File: config.mk
export PLATFORM = sky130hd
export DESIGN_NAME = fp_normalize128_arbiter
export DESIGN_NICKNAME = d
export VERILOG_FILES = /design/src/rtl/fp_normalize128_arbiter.sv
export SDC_FILE = /design/constraint.sdc
export NUM_CORES = 2
export LEC_CHECK = 0
export CAP_MARGIN = 10
export CELL_PAD_IN_SITES_DETAIL_PLACEMENT = 1
export CELL_PAD_IN_SITES_GLOBAL_PLACEMENT = 1
export CORE_AREA = 2 2 444 446
export DETAILED_ROUTE_END_ITERATION = 10
export DIE_AREA = 0 0 446 448
export HOLD_SLACK_MARGIN = 0.05
export PLACE_DENSITY = 0.56
export SYNTH_ARGS = -nofsm -noshare
export SYNTH_HDL_FRONTEND = slang
export SYNTH_SLANG_ARGS = --single-unit
File: constraint.sdc
create_clock -name clk -period 10.3 [get_ports clk]
set_clock_uncertainty 0.2 [all_clocks]
set_input_delay 2.06 -clock clk [delete_from_list [all_inputs] [get_ports clk]]
set_output_delay 2.06 -clock clk [all_outputs]
set_load 0.01 [all_outputs]
File: src/rtl/fp_normalize128_arbiter.sv
// Round-robin arbiter that time-shares one fp128 normalizer between NREQ
// arithmetic units, with an operand register (S1) and a result register (S2).

package fp128Pkg;
   localparam int MSB  = 127;               // packed fp128 result, bits MSB..0
   localparam int EMSB = 14;                // exponent is EMSB+1 bits
   localparam int FMSB = 111;               // stored fraction is FMSB+1 bits
   localparam int FX   = 2*(FMSB+2) - 1;    // expanded mantissa is FX+1 bits
   localparam int EX   = FX + EMSB + 2;     // expanded operand is EX+1 bits
endpackage

// Expanded operand {sign, exponent, mantissa[FX:0]}; the mantissa binary point
// sits below bit FX-2, so a leading one at FX-2 leaves the exponent unchanged.
// Output is {sign, exponent, fraction, guard, round, sticky}.
module fpNormalize128Combo
   import fp128Pkg::*;
(
   input  logic           ce,
   input  logic [EX:0]    i,
   input  logic           under_i,
   output logic [MSB+3:0] o,
   output logic           under_o,
   output logic           inexact_o
);
   logic                   sgn;
   logic [EMSB:0]          exp_in;
   logic [FX:0]            man;
   logic [7:0]             lz;
   logic [FX+2:0]          man_sh;
   logic signed [EMSB+2:0] exp_adj;
   logic [FMSB:0]          frac;
   logic                   g_bit, r_bit, s_bit;

   assign sgn    = i[EX];
   assign exp_in = i[EX-1 -: EMSB+1];
   assign man    = i[FX:0];

   always_comb begin
      lz = 8'd0;
      for (int b = 0; b <= FX; b++) begin
         if (man[b]) lz = 8'(FX - b);
      end
   end

   // Two zero bits appended so a right-normalize by 1 or 2 keeps its bits for GRS.
   assign man_sh  = {man, 2'b00} << lz;
   assign exp_adj = $signed({2'b00, exp_in}) + 17'sd2 - $signed({9'd0, lz});
   assign frac    = man_sh[FX+1 -: FMSB+1];
   assign g_bit   = man_sh[FX-FMSB];
   assign r_bit   = man_sh[FX-FMSB-1];
   assign s_bit   = |man_sh[FX-FMSB-2:0];

   always_comb begin
      o         = '0;
      under_o   = 1'b0;
      inexact_o = 1'b0;
      if (ce) begin
         under_o = under_i;
         if (!man_sh[FX+2]) begin
            o = {sgn, {(MSB+3){1'b0}}};
         end else if (exp_adj >= 17'sd32767) begin
            o         = {sgn, {(EMSB+1){1'b1}}, {(FMSB+4){1'b0}}};
            inexact_o = 1'b1;
         end else if (exp_adj <= 17'sd0) begin
            o         = {sgn, {(EMSB+1){1'b0}}, frac, g_bit, r_bit, s_bit};
            under_o   = 1'b1;
            inexact_o = g_bit | r_bit | s_bit;
         end else begin
            o         = {sgn, exp_adj[EMSB:0], frac, g_bit, r_bit, s_bit};
            inexact_o = g_bit | r_bit | s_bit;
         end
      end
   end
endmodule

module fp_normalize128_arbiter
   import fp128Pkg::*;
#(
   parameter int NREQ = 4,
   parameter int TAGW = 4
)(
   input  logic                       clk,
   input  logic                       rst,
   input  logic                       ce,
   input  logic [NREQ-1:0]            req_valid,
   output logic [NREQ-1:0]            req_ready,
   input  logic [NREQ*(EX+1)-1:0]     req_i,
   input  logic [NREQ-1:0]            req_under,
   input  logic [NREQ*TAGW-1:0]       req_tag,
   output logic                       res_valid,
   input  logic                       res_ready,
   output logic [MSB+3:0]             res_o,
   output logic                       res_under,
   output logic                       res_inexact,
   output logic [$clog2(NREQ)-1:0]    res_src,
   output logic [TAGW-1:0]            res_tag
);
   localparam int SW = $clog2(NREQ);
   localparam int OW = EX + 1;

   logic [OW-1:0]   req_op [NREQ];
   logic [TAGW-1:0] req_tg [NREQ];

   logic            s1_valid_reg;
   logic [OW-1:0]   s1_op_reg;
   logic            s1_under_reg;
   logic [TAGW-1:0] s1_tag_reg;
   logic [SW-1:0]   s1_src_reg;
   logic [SW-1:0]   rr_ptr_reg;

   logic            s2_adv, s1_free, win_found, grant_en;
   logic [SW-1:0]   win_idx, cand;
   logic [MSB+3:0]  norm_o;
   logic            norm_under, norm_inexact;

   generate
      for (genvar gi = 0; gi < NREQ; gi++) begin : g_req
         assign req_op[gi]    = req_i[gi*OW +: OW];
         assign req_tg[gi]    = req_tag[gi*TAGW +: TAGW];
         assign req_ready[gi] = grant_en && (win_idx == SW'(gi));
      end
   endgenerate

   assign s2_adv  = !res_valid || res_ready;
   assign s1_free = !s1_valid_reg || s2_adv;

   // Walk from the highest offset down so the closest requester to rr_ptr wins.
   always_comb begin
      win_found = 1'b0;
      win_idx   = '0;
      cand      = '0;
      for (int off = NREQ-1; off >= 0; off--) begin
         cand = SW'((int'(rr_ptr_reg) + off) % NREQ);
         if (req_valid[cand]) begin
            win_found = 1'b1;
            win_idx   = cand;
         end
      end
   end

   assign grant_en = win_found && s1_free && ce && !rst;

   fpNormalize128Combo u_norm (
      .ce        (1'b1),
      .i         (s1_op_reg),
      .under_i   (s1_under_reg),
      .o         (norm_o),
      .under_o   (norm_under),
      .inexact_o (norm_inexact)
   );

   always_ff @(posedge clk) begin
      if (rst) begin
         s1_valid_reg <= 1'b0;
         s1_op_reg    <= '0;
         s1_under_reg <= 1'b0;
         s1_tag_reg   <= '0;
         s1_src_reg   <= '0;
         rr_ptr_reg   <= '0;
         res_valid    <= 1'b0;
         res_o        <= '0;
         res_under    <= 1'b0;
         res_inexact  <= 1'b0;
         res_src      <= '0;
         res_tag      <= '0;
      end else if (ce) begin
         if (s2_adv) begin
            res_valid <= s1_valid_reg;
            if (s1_valid_reg) begin
               res_o       <= norm_o;
               res_under   <= norm_under;
               res_inexact <= norm_inexact;
               res_src     <= s1_src_reg;
               res_tag     <= s1_tag_reg;
            end
         end
         if (grant_en) begin
            s1_valid_reg <= 1'b1;
            s1_op_reg    <= req_op[win_idx];
            s1_under_reg <= req_under[win_idx];
            s1_tag_reg   <= req_tg[win_idx];
            s1_src_reg   <= win_idx;
            rr_ptr_reg   <= (win_idx == SW'(NREQ-1)) ? '0 : win_idx + 1'b1;
         end else if (s2_adv) begin
            s1_valid_reg <= 1'b0;
         end
      end
   end
endmodule
==> impl_metrics.env <==
export IMPL_htreeDepth=2
export IMPL_cp_max_fo=105
export IMPL_finalCritPeriodShare=0.868
export IMPL_root_buffer="clkbuf_16"
export IMPL_cts_made_buffers=50
export IMPL_fin_setup_tns_ns=0
export IMPL_numPortBuffers=1139
export IMPL_die_h_um=448
export IMPL_synthAdderAreaFrac=0.00422
export IMPL_synth_top_family_by_area="compound AO/OA/AOI/OAI gates"
export IMPL_power_total_uw=15100
export IMPL_fin_nets=8677
export IMPL_cts_setup_buffers=0
export IMPL_rsz0062_at_grt="false"
export IMPL_yosys_area_share_simple=0.296
export IMPL_avgSynthCellArea_um2=6.63
export IMPL_final_setup_viol_count=0
export IMPL_clk_pin_slew_ns=0.06
export IMPL_ys_async_sr_fraction=0
export IMPL_syn_cell_area_um2=46300
export IMPL_yosysTopAreaCell="dfxtp_1"
export IMPL_area_growth_pct=33.0
export IMPL_grt_first_pass_wirelength_um=500000
export IMPL_worst_ep_required_time_ns=10.65
export IMPL_drc=0
export IMPL_synth_cells=6975
export IMPL_yosysWarningCount=0
export IMPL_antenna_found_initial=40
export IMPL_start_kind="flop"
export IMPL_final_cell_mix="1444 x nand2_1, 1138 x clkdlybuf4s50_1, 728 x nor2_1, 533 x a21oi_1, 479 x mux2i_1"
export IMPL_cts_tree="done"
export IMPL_cts_sinks=392
export IMPL_clk_latency_ns=0.69
export IMPL_io_pins=1140
export IMPL_synth_seq_cells=392
export IMPL_vias_per_cell=6.11
export IMPL_synth_cell_types=105
export IMPL_dp_hpwl_um=290000
export IMPL_gp_congestion=1.08
export IMPL_ctsResizeCount=0
export IMPL_status="complete, no violations"
export IMPL_num_vias=62700
export IMPL_yosysTopAreaCellShare=0.170
export IMPL_power_density_nw_per_um2=245
export IMPL_die_width_um=446
export IMPL_synth_xor_area_share=0.00398
export IMPL_end_kind="flop"
export IMPL_cts_hold_buf=0
export IMPL_wirelength_um=365000
export IMPL_min_path_type="flop to flop"
export IMPL_max_freq_mhz=112
export IMPL_seq_area_frac_synth=0.170
export IMPL_die_area_um2=200000
export IMPL_ir_worst_vdd_uv=194
export IMPL_largest_reg_flops=242
export IMPL_report_final_slew_viol_count=0
export IMPL_rows=162
export IMPL_fin_crit_ns=8.94
export IMPL_drive_gt1_frac=0.0730
export IMPL_firstDrtPassIters=7
export IMPL_worstSetupPathType="flop to flop"
export IMPL_drt_initial_drc_count=7242
export IMPL_wire_per_inst_um=35.6
export IMPL_grt_start_max_net_pins=185
export IMPL_overflow=0
export IMPL_grt_pass1_vias=61600
export IMPL_relSlewSlack=0.0230
export IMPL_synth_compound_area_frac=0.303
export IMPL_p_leak_uw=0.0236
export IMPL_synth_mux_area_frac=0.153
export IMPL_tightest_slew_ns=1.47
export IMPL_hold_viol_final=0
export IMPL_synth_edff_count=0
export IMPL_grtUsageTotal=0.346
export IMPL_syn_num_nets=7986
export IMPL_critPathArrivalTime_ns=9.29
export IMPL_drv_cap=0
export IMPL_ant_nets=0
export IMPL_core_area_um2=195000
export IMPL_initial_core_util=0.238
export IMPL_synthTopCellsByArea="dfxtp_1 17%, nand2_1 12%, mux2i_1 10%"
export IMPL_clk_path_buf_depth=3
export IMPL_final_common_cell="nand2_1"
export IMPL_synthFlopType="dfxtp_1"
-- synthesized netlist by cell type, drive strengths merged (40+ instances only) --
library cell  count
nand4            85
a221oi           42
nor4             90
a32oi            40
o31ai            68
a211oi           56
mux2i           479
inv              73
o21ai           276
a22oi           120
a31oi            41
clkbuf          462
buf             240
nor2            739
nand3           208
a21oi           534
a311oi          260
mux2            167
and2             49
nor3             78
o221ai           49
and3            271
o22ai            73
nand2          1445
dfxtp           392
o211ai          124
-- through the flow --
stage          instances  hold slack (ns)  cell area [um2]  setup slack, ns   util
2_1_floorplan       6975            0.232            46300             2.72      -
3_3_place_gp       10100            0.246            59800             1.60  0.307
3_5_place_dp       10200            0.252            59900             1.80  0.308
4_1_cts            10200            0.259            61500             1.73  0.316
5_1_grt            10200            0.277            61500             1.12  0.316
6_report           10300            0.259            61500             1.36  0.316
-- layout make-up --
cell class,count,area (um2)
clock inverter,17,190
inverter,75,309
sequential,392,7850
tap,2542,3180
clock buffer,71,1440
timing repair buffer,1341,13200
multi-input combinational,5806,35400
antenna,8,20.0
fill,23800,133000
-- report_power, final --
group          switching (uW)  leakage, uW  internal, uW
clock                     778     0.000794          1020
combinational            8230       0.0196          3240
sequential                195      0.00319          1630
total                    9210       0.0236          5900
-- critical path, cell delays in order (launching register included) --
cell	delay [ns]
dfxtp_1	0.45
buf_4	0.27
nor2_1	0.06
o31a_1	0.25
o311ai_1	0.74
a2111oi_1	0.15
buf_4	0.23
o211a_1	0.40
o211ai_4	0.56
inv_4	0.27
buf_12	0.32
nor2_2	0.97
nand3_1	0.26
a31o_2	0.30
a31oi_1	0.63
or4b_1	0.75
a22oi_1	0.42
nand4_1	0.16
buf_4	0.16
a211oi_1	0.38
o2111ai_1	0.33
a22oi_1	0.25
nor2_1	0.06
-- per-layer routing --
layer / GRT usage / up-vias / part of all wire / wire, um
li1: - / 27200 / - / -
met1: 0.440 / 31600 / 0.41 / 150000
met4: 0.124 / 34 / 0.043 / 15600
met3: 0.0922 / 629 / 0.092 / 33500
met5: 0 / - / 0.00061 / 221
met2: 0.560 / 3204 / 0.45 / 166000
-- final timing paths --
path | from | endpoint | slack, ns | cells past startpoint
worst min register to register | s1_tag_reg[3] | res_tag[3] | 0.26 | 2
worst min-delay path | s1_tag_reg[3] | res_tag[3] | 0.26 | 2
worst max register to register | s1_op_reg[47] | res_o[0] | 1.36 | 22
worst max-delay path | s1_op_reg[47] | res_o[0] | 1.36 | 22
-- logic make-up (layout without fill, tap and decap cells) --
kind of cell | after synthesis | count (layout)
adder cells (fa/ha/maj) | 15 | 15
flip-flops | 392 | 392
XOR/XNOR | 21 | 21
AO/OA/AOI/OAI | 2018 | 2018
other | 0 | 8
buffers and inverters | 777 | 1504
multiplexers | 663 | 663
AND/OR/NAND/NOR | 3089 | 3089
(Power assumes the default switching activity.)
